### config.mk
export PLATFORM = sky130hd
export DESIGN_NAME = change_payout
export DESIGN_NICKNAME = d
export VERILOG_FILES = /design/src/rtl/change_payout.sv
export SDC_FILE = /design/constraint.sdc
export NUM_CORES = 1
export LEC_CHECK = 0
export ABC_CLOCK_PERIOD_IN_PS = 5510
export CORE_ASPECT_RATIO = 1.4
export CORE_UTILIZATION = 40
export CTS_BUF_LIST = sky130_fd_sc_hd__clkbuf_2
export DETAILED_ROUTE_END_ITERATION = 6
export GPL_ROUTABILITY_DRIVEN = 0
export GPL_TIMING_DRIVEN = 0
export PLACE_DENSITY = 0.71
export SKIP_CTS_REPAIR_TIMING = 1
export SYNTH_ARGS = -nofsm -noshare
export SYNTH_HDL_FRONTEND = slang
export SYNTH_SLANG_ARGS = --single-unit
### constraint.sdc
create_clock -name clk -period 5.51 [get_ports clk]
set_input_delay 0.551 -clock clk [delete_from_list [all_inputs] [get_ports clk]]
set_output_delay 0.551 -clock clk [all_outputs]
set_load 0.005 [all_outputs]
### src/rtl/change_payout.sv
// change_payout: pays out a change amount coin by coin through a hopper
// req/ack handshake. Greedy 10 rs first, falls back to 5 rs when the 10 rs
// hopper is empty. Aborts with the unpaid remainder on ack timeout or when
// the residual cannot be paid.
module change_payout #(
  parameter int AMT_W       = 5,
  parameter int ACK_TIMEOUT = 15,
  parameter int TO_W        = 4
) (
  input  logic             clk,
  input  logic             rst,
  input  logic             change_valid,
  input  logic [AMT_W-1:0] change_amt,
  input  logic             coin_ack,
  input  logic             hop10_empty,
  input  logic             hop5_empty,
  input  logic             fault_clr,
  output logic             coin_req,
  output logic [1:0]       coin_code,
  output logic             busy,
  output logic             done,
  output logic             fault,
  output logic [AMT_W-1:0] owed
);

  typedef enum logic [2:0] {
    IDLE,
    SELECT,
    REQ,
    GAP,
    DONE,
    ERR
  } state_t;

  localparam logic [1:0]       CODE_5   = 2'b01;
  localparam logic [1:0]       CODE_10  = 2'b10;
  localparam logic [AMT_W-1:0] VAL_5    = AMT_W'(5);
  localparam logic [AMT_W-1:0] VAL_10   = AMT_W'(10);
  localparam logic [TO_W-1:0]  TO_LAST  = TO_W'(ACK_TIMEOUT - 1);

  state_t           state_q, state_d;
  logic [AMT_W-1:0] rem_q, rem_d;
  logic [AMT_W-1:0] owed_q, owed_d;
  logic [1:0]       code_q, code_d;
  logic [TO_W-1:0]  cnt_q, cnt_d;
  logic [AMT_W-1:0] coin_val;

  assign coin_val = (code_q == CODE_10) ? VAL_10 : VAL_5;

  // State and datapath registers; synchronous reset overrides everything.
  always_ff @(posedge clk) begin
    if (rst) begin
      state_q <= IDLE;
      rem_q   <= '0;
      owed_q  <= '0;
      code_q  <= '0;
      cnt_q   <= '0;
    end else begin
      state_q <= state_d;
      rem_q   <= rem_d;
      owed_q  <= owed_d;
      code_q  <= code_d;
      cnt_q   <= cnt_d;
    end
  end

  // Next-state and datapath updates.
  always_comb begin
    state_d = state_q;
    rem_d   = rem_q;
    owed_d  = owed_q;
    code_d  = code_q;
    cnt_d   = cnt_q;
    case (state_q)
      IDLE: begin
        if (change_valid) begin
          rem_d   = change_amt;
          state_d = (change_amt == '0) ? DONE : SELECT;
        end
      end
      SELECT: begin
        cnt_d = '0;
        if (rem_q >= VAL_10 && !hop10_empty) begin
          code_d  = CODE_10;
          state_d = REQ;
        end else if (rem_q >= VAL_5 && !hop5_empty) begin
          code_d  = CODE_5;
          state_d = REQ;
        end else if (rem_q == '0) begin
          state_d = DONE;
        end else begin
          owed_d  = rem_q;
          state_d = ERR;
        end
      end
      REQ: begin
        if (coin_ack) begin
          rem_d   = rem_q - coin_val;
          cnt_d   = '0;
          state_d = GAP;
        end else if (cnt_q == TO_LAST) begin
          // counter holds cycles already spent in REQ, so this is the last one
          cnt_d   = '0;
          owed_d  = rem_q;
          state_d = ERR;
        end else begin
          cnt_d = cnt_q + 1'b1;
        end
      end
      GAP: begin
        code_d  = '0;
        state_d = (rem_q == '0) ? DONE : SELECT;
      end
      DONE: begin
        state_d = IDLE;
      end
      ERR: begin
        if (fault_clr) begin
          owed_d  = '0;
          rem_d   = '0;
          state_d = IDLE;
        end
      end
      default: state_d = IDLE;
    endcase
  end

  // Outputs decoded from the registered state.
  always_comb begin
    coin_req  = (state_q == REQ);
    coin_code = (state_q == REQ) ? code_q : 2'b00;
    busy      = (state_q != IDLE);
    done      = (state_q == DONE);
    fault     = (state_q == ERR);
    owed      = (state_q == ERR) ? owed_q : '0;
  end

endmodule

==> impl_metrics.json, run 1 <==
{
  "synth-edff-count": 0,
  "status": "completed",
  "end_kind": "output port",
  "cts_tree": "built",
  "slew_headroom": 0.555,
  "synth.avg_cell_area_um2": 8.21,
  "synth_top_family_by_area": "compound AO/OA/AOI/OAI gates",
  "ys_types": 47,
  "track_usage": 0.203,
  "diodes": 0,
  "synthAdderAreaFrac": 0.0747,
  "cp.required_ps": 4960,
  "yosysMostFrequentCell": "dfxtp_1",
  "critPathLaunchType": "flip-flop",
  "rsz0062_at_grt": "no",
  "cts.sinks": 19,
  "power.leakage_nw": 0.562,
  "dr.first_iter.drc_count": 46,
  "fin_skew_ps": 6.99,
  "numPortBuffers": 21,
  "setup_viol": 0,
  "ir_drop_v": 0.000231,
  "syn_nets": 174,
  "clk_pin_slew_ps": 200,
  "synth_area_leader_cell": "dfxtp_1",
  "ys_seq_elements": 19,
  "grt_max_degree": 12,
  "crit_fanout": 10,
  "critPathArrivalTime_ps": 2150,
  "async_flop_share": 0,
  "rows": 23,
  "grt_pass1_wl_mm": 5.25,
  "syn_to_final_growth_pct": 21.7,
  "die_h_um": 68.7,
  "dp_hpwl_mm": 2.48,
  "first_pass_iters": 4,
  "multiInputGateArea_um2": 815,
  "htreeDepth": 1,
  "syn-cell-area_mm2": 0.00127,
  "synth_seq_area_share": 0.299,
  "yosys_warnings": 0,
  "hold_violations": 0,
  "synthMuxAreaShare": 0,
  "cts_root_buffer": "clkbuf_2",
  "yosys.area_share.xor_xnor": 0.0275,
  "synth_top_area_frac": 0.299,
  "synth-simple-area-share": 0.238,
  "drive_gt1_frac": 0.106,
  "synthFlopType": "dfxtp_1",
  "drv_slew": 0,
  "post_drt_via_cell_ratio": 5.71,
  "max-clock-path-buffers": 2,
  "powerDensity_mw_per_mm2": 426,
  "drc_errors": 0,
  "die_area_mm2": 0.00341,
  "wl_mm": 3.15,
  "wl_per_cell_um": 14.5,
  "grt_pass1_vias": 1209,
  "fmax_mhz": 371,
  "ios": 23,
  "grt-ovfl-total": 0,
  "synth_common_cells": "dfxtp_1 (19), nor2_1 (17), a21oi_1 (13)",
  "insertion_delay_ps": 330,
  "nets": 200,
  "synth_area_leaders": "dfxtp_1 (30%), ha_1 (5.9%), a21oi_1 (5.1%), nor2_1 (5.0%), a211oi_1 (4.7%)",
  "cts_buffers": 3,
  "fin_crit_sh": 0.490,
  "worstSetupPathType": "flip-flop to output port",
  "vias": 1239,
  "drv_cap": 0,
  "tightestPinTransition_ps": 663,
  "postRouteAntennaNets": 0,
  "holdCritPathClass": "flip-flop to flip-flop",
  "min_period_ps": 2700,
  "antenna_found_initial": 0,
  "initial_core_util": 0.434,
  "fin_hold_ws_ps": 502,
  "die-width_um": 49.7,
  "synth_compound_area_frac": 0.300,
  "fin_setup_tns_ps": 0,
  "netlist_instances": 155,
  "n_fill_cell": 308,
  "core-area_mm2": 0.00294,
  "regArea_um2": 380
}
-- placed cells by master, fill, tap and decap left out, drive strengths merged, types with 2 or more instances in the layout --
| cell | count |
|---|---|
| nor2b | 2 |
| buf | 3 |
| a22oi | 2 |
| a211oi | 10 |
| clkbuf | 6 |
| xor2 | 3 |
| clkinv | 2 |
| a31oi | 4 |
| nand2b | 4 |
| nand2 | 5 |
| o21ai | 11 |
| or3 | 2 |
| nor3 | 8 |
| and2 | 7 |
| a2bb2oi | 2 |
| dfxtp | 19 |
| ha | 6 |
| o21a | 2 |
| clkdlybuf4s50 | 21 |
| nor2 | 17 |
| nand4 | 6 |
| a21oi | 13 |
| inv | 10 |
-- registers in the layout (all words and copies together) (netlist names) --
register,count
rem_q,5
code_q,2
cnt_q,4
owed_q,5
state_q,3
-- metrics by stage --
| step | cells | worst slack (ps) | utilization | power, mW | area [um2] |
|---|---|---|---|---|---|
| detailed placement | 213 | 3240 | 0.521 | 0.597 | 1530 |
| CTS | 217 | 2850 | 0.528 | 0.659 | 1550 |
| global route | 217 | 2650 | 0.528 | 0.713 | 1550 |
| global placement | 213 | 3270 | 0.521 | 0.578 | 1530 |
| finish | 217 | 2810 | 0.528 | 0.660 | 1550 |
| floorplan | 155 | 3680 | - | 0.497 | 1270 |
-- worst max-delay path, stage by stage, from the launching register on --
cell             delay, ps
dfxtp_1                360
clkbuf_1               330
nand2_1                290
inv_2                  180
and2_1                 150
clkdlybuf4s50_1        500
-- cells by family (layout without fill, tap and decap cells) --
kind of cell	count (synthesis)	in the layout
adder cells (fa/ha/maj)	7	7
XOR/XNOR	4	4
buffers and inverters	17	42
flip-flops	19	19
AO/OA/AOI/OAI	51	51
AND/OR/NAND/NOR	57	57
-- final cells by class --
type                    count  share of cell area
clock buffers               3             0.00969
inverters                  11              0.0299
flip-flops and latches     19               0.246
multi-input cells         119               0.526
repair buffers             21               0.136
clock inverters             1             0.00323
plain buffers               6              0.0202
well taps                  37              0.0299
-- worst paths after layout --
kind / from / to / slack (ps) / cells after the start
setup / recovery: state_q[2]$_SDFFE_PP0P_ / owed[1] / 2810 / 5
hold / removal: owed_q[0]$_SDFFE_PP0P_ / owed_q[0]$_SDFFE_PP0P_ / 500 / 2
setup reg to reg: code_q[0]$_SDFFE_PP0P_ / rem_q[4]$_SDFFE_PP0P_ / 3430 / 9
hold reg to reg: owed_q[0]$_SDFFE_PP0P_ / owed_q[0]$_SDFFE_PP0P_ / 500 / 2
-- routing by layer --
metal | GRT usage | wire length (um) | share of wire | vias to the layer above
met1 | 0.227 | 1280 | 0.41 | 575
met2 | 0.385 | 1690 | 0.54 | 39
met3 | 0.0241 | 134 | 0.043 | 5
met4 | 0.0893 | 40 | 0.013 | 0
met5 | 0 | 0 | 0 | -
li1 | - | - | - | 620
-- report_power, final --
group / total [mW] / internal [mW] / switching [mW]
registers: 0.215 / 0.175 / 0.0398
clock network: 0.0644 / 0.0164 / 0.0479
logic: 0.381 / 0.161 / 0.220
total: 0.660 / 0.352 / 0.308
Power figures use the tool's default switching activity.
==> run 2, diff against run 1 <==
Settings changed: ABC_CLOCK_PERIOD_IN_PS 5510 to 2300, PLACE_DENSITY 0.71 to 0.73.
Clock period 5.51 ns to 2.3 ns, I/O delays scaled along.
==> run 2 against run 1 <==
Against the previous run:
- sequential cell count unchanged
- die area unchanged
- critical endpoint is now coin_code[0]
- worst hold slack worse by 200 ps
- via count up 1.9%
- core utilization about the same
- largest cell class unchanged
- first-iteration DRC count up 17%
- highest routed layer unchanged
==> impl_metrics.json, run 2 (synthesis gave the netlist of run 1 again) <==
{
  "die_h_um": 68.7,
  "diodes": 0,
  "tightestPinTransition_ps": 649,
  "insertion_delay_ps": 310,
  "min_period_ps": 2190,
  "power.leakage_nw": 0.566,
  "max-clock-path-buffers": 2,
  "cts_root_buffer": "clkbuf_2",
  "dr_wl_met3_um": 122,
  "drive_gt1_frac": 0.111,
  "n_fill_cell": 297,
  "layout_commonest_cell": "clkdlybuf4s50_1",
  "powerDensity_mw_per_mm2": 1020,
  "antenna_found_initial": 0,
  "ios": 23,
  "nets": 200,
  "wl_met1_mm": 1.34,
  "grt-ovfl-total": 0,
  "htreeDepth": 1,
  "postRouteAntennaNets": 0,
  "startpoint": "state_q[1]$_SDFFE_PP0P_",
  "die-width_um": 49.7,
  "worst_r2r_startpoint": "code_q[0]$_SDFFE_PP0P_",
  "fin_util": 0.528,
  "holdCritPathClass": "primary input to flip-flop",
  "critPathLaunchType": "flip-flop",
  "initial_core_util": 0.434,
  "core-area_mm2": 0.00294,
  "crit_fanout": 9,
  "critPathArrivalTime_ps": 1960,
  "cts_buffers": 3,
  "drv_slew": 0,
  "ir_drop_v": 0.000624,
  "clk_pin_slew_ps": 200,
  "rows": 23,
  "track_usage": 0.200,
  "rsz0062_at_grt": "no",
  "dp_hpwl_mm": 2.38,
  "fmax_mhz": 458,
  "fin_hold_ws_ps": 299,
  "top_layer": "met4",
  "cts.sinks": 19,
  "hold_violations": 0,
  "wl_mm": 3.13,
  "drv_cap": 0,
  "numPortBuffers": 21,
  "most-common-layout-cells": "clkdlybuf4s50_1 (21), dfxtp_1 (19), nor2_1 (17)",
  "post_drt_via_cell_ratio": 5.82,
  "largestRegisters": "owed_q: 5 flops, rem_q: 5 flops, cnt_q: 4 flops",
  "first_pass_iters": 4,
  "slew_headroom": 0.564,
  "dr.first_iter.drc_count": 54,
  "syn_to_final_growth_pct": 21.8,
  "wl_per_cell_um": 14.4,
  "cts_tree": "built",
  "hp-start": "rst",
  "grt_pass1_wl_mm": 5.20,
  "status": "completed",
  "die_area_mm2": 0.00341,
  "fin_skew_ps": 13.9,
  "worstSetupPathType": "flip-flop to output port",
  "grt_pass1_vias": 1182,
  "fin_crit_sh": 0.950,
  "grt_max_degree": 12,
  "wl_met2_mm": 1.61,
  "drc_errors": 0,
  "end_kind": "output port",
  "cp.required_ps": 2070,
  "setup_viol": 0,
  "vias": 1263
}
[run 2: cell counts in the layout (fill, tap and decap cells not counted)]
Identical to the previous run, type by type.
[run 2: worst paths after layout]
path | slack, ps | cells after the start | endpoint
min reg2reg | 490 | 2 | owed_q[3]$_SDFFE_PP0P_
max | 110 | 5 | coin_code[0]
max reg2reg | 210 | 9 | rem_q[4]$_SDFFE_PP0P_
min | 300 | 2 | rem_q[4]$_SDFFE_PP0P_
[run 2: power breakdown]
group | total [mW] | switching, mW | internal (mW) | leakage, nW
Clock | 0.150 | 0.110 | 0.0395 | 0.0164
Sequential | 0.517 | 0.0973 | 0.420 | 0.155
Combinational | 0.909 | 0.523 | 0.386 | 0.394
Total | 1.58 | 0.730 | 0.845 | 0.566
[run 2: through the flow]
step | setup TNS, ps | setup slack (ps) | cells | power, mW | cell area [um2]
detailed placement | 0 | 254 | 213 | 1.42 | 1530
global placement | 0 | 314 | 213 | 1.38 | 1530
global route | 0 | 0.539 | 217 | 1.71 | 1550
CTS | -284 | -65.5 | 217 | 1.57 | 1550
finish | 0 | 114 | 217 | 1.58 | 1550
floorplan | 0 | 473 | 155 | 1.19 | 1270
[run 2: area by class of cell]
class / count / area (um2) / area share
Buffer: 6 / 32.5 / 0.0210
Inverter: 11 / 46.3 / 0.0299
Tap cell: 37 / 46.3 / 0.0299
Clock inverter: 1 / 5.00 / 0.00323
Clock buffer: 3 / 15.0 / 0.00969
Timing Repair Buffer: 21 / 210 / 0.136
Multi-Input combinational cell: 119 / 815 / 0.525
Sequential cell: 19 / 380 / 0.245
[run 2: worst max-delay path, stage by stage, from the launching register on]
cell and delay, ps:
dfxtp_1 410, or3b_1 370, buf_6 160, clkinv_4 80, and2_1 120, clkdlybuf4s50_1 490
[run 2: routing by layer]
metal  GRT usage  vias to the layer above
met5           0                        -
met1       0.215                      597
met2       0.385                       42
li1            -                      618
met3      0.0285                        6
met4      0.0929                        0
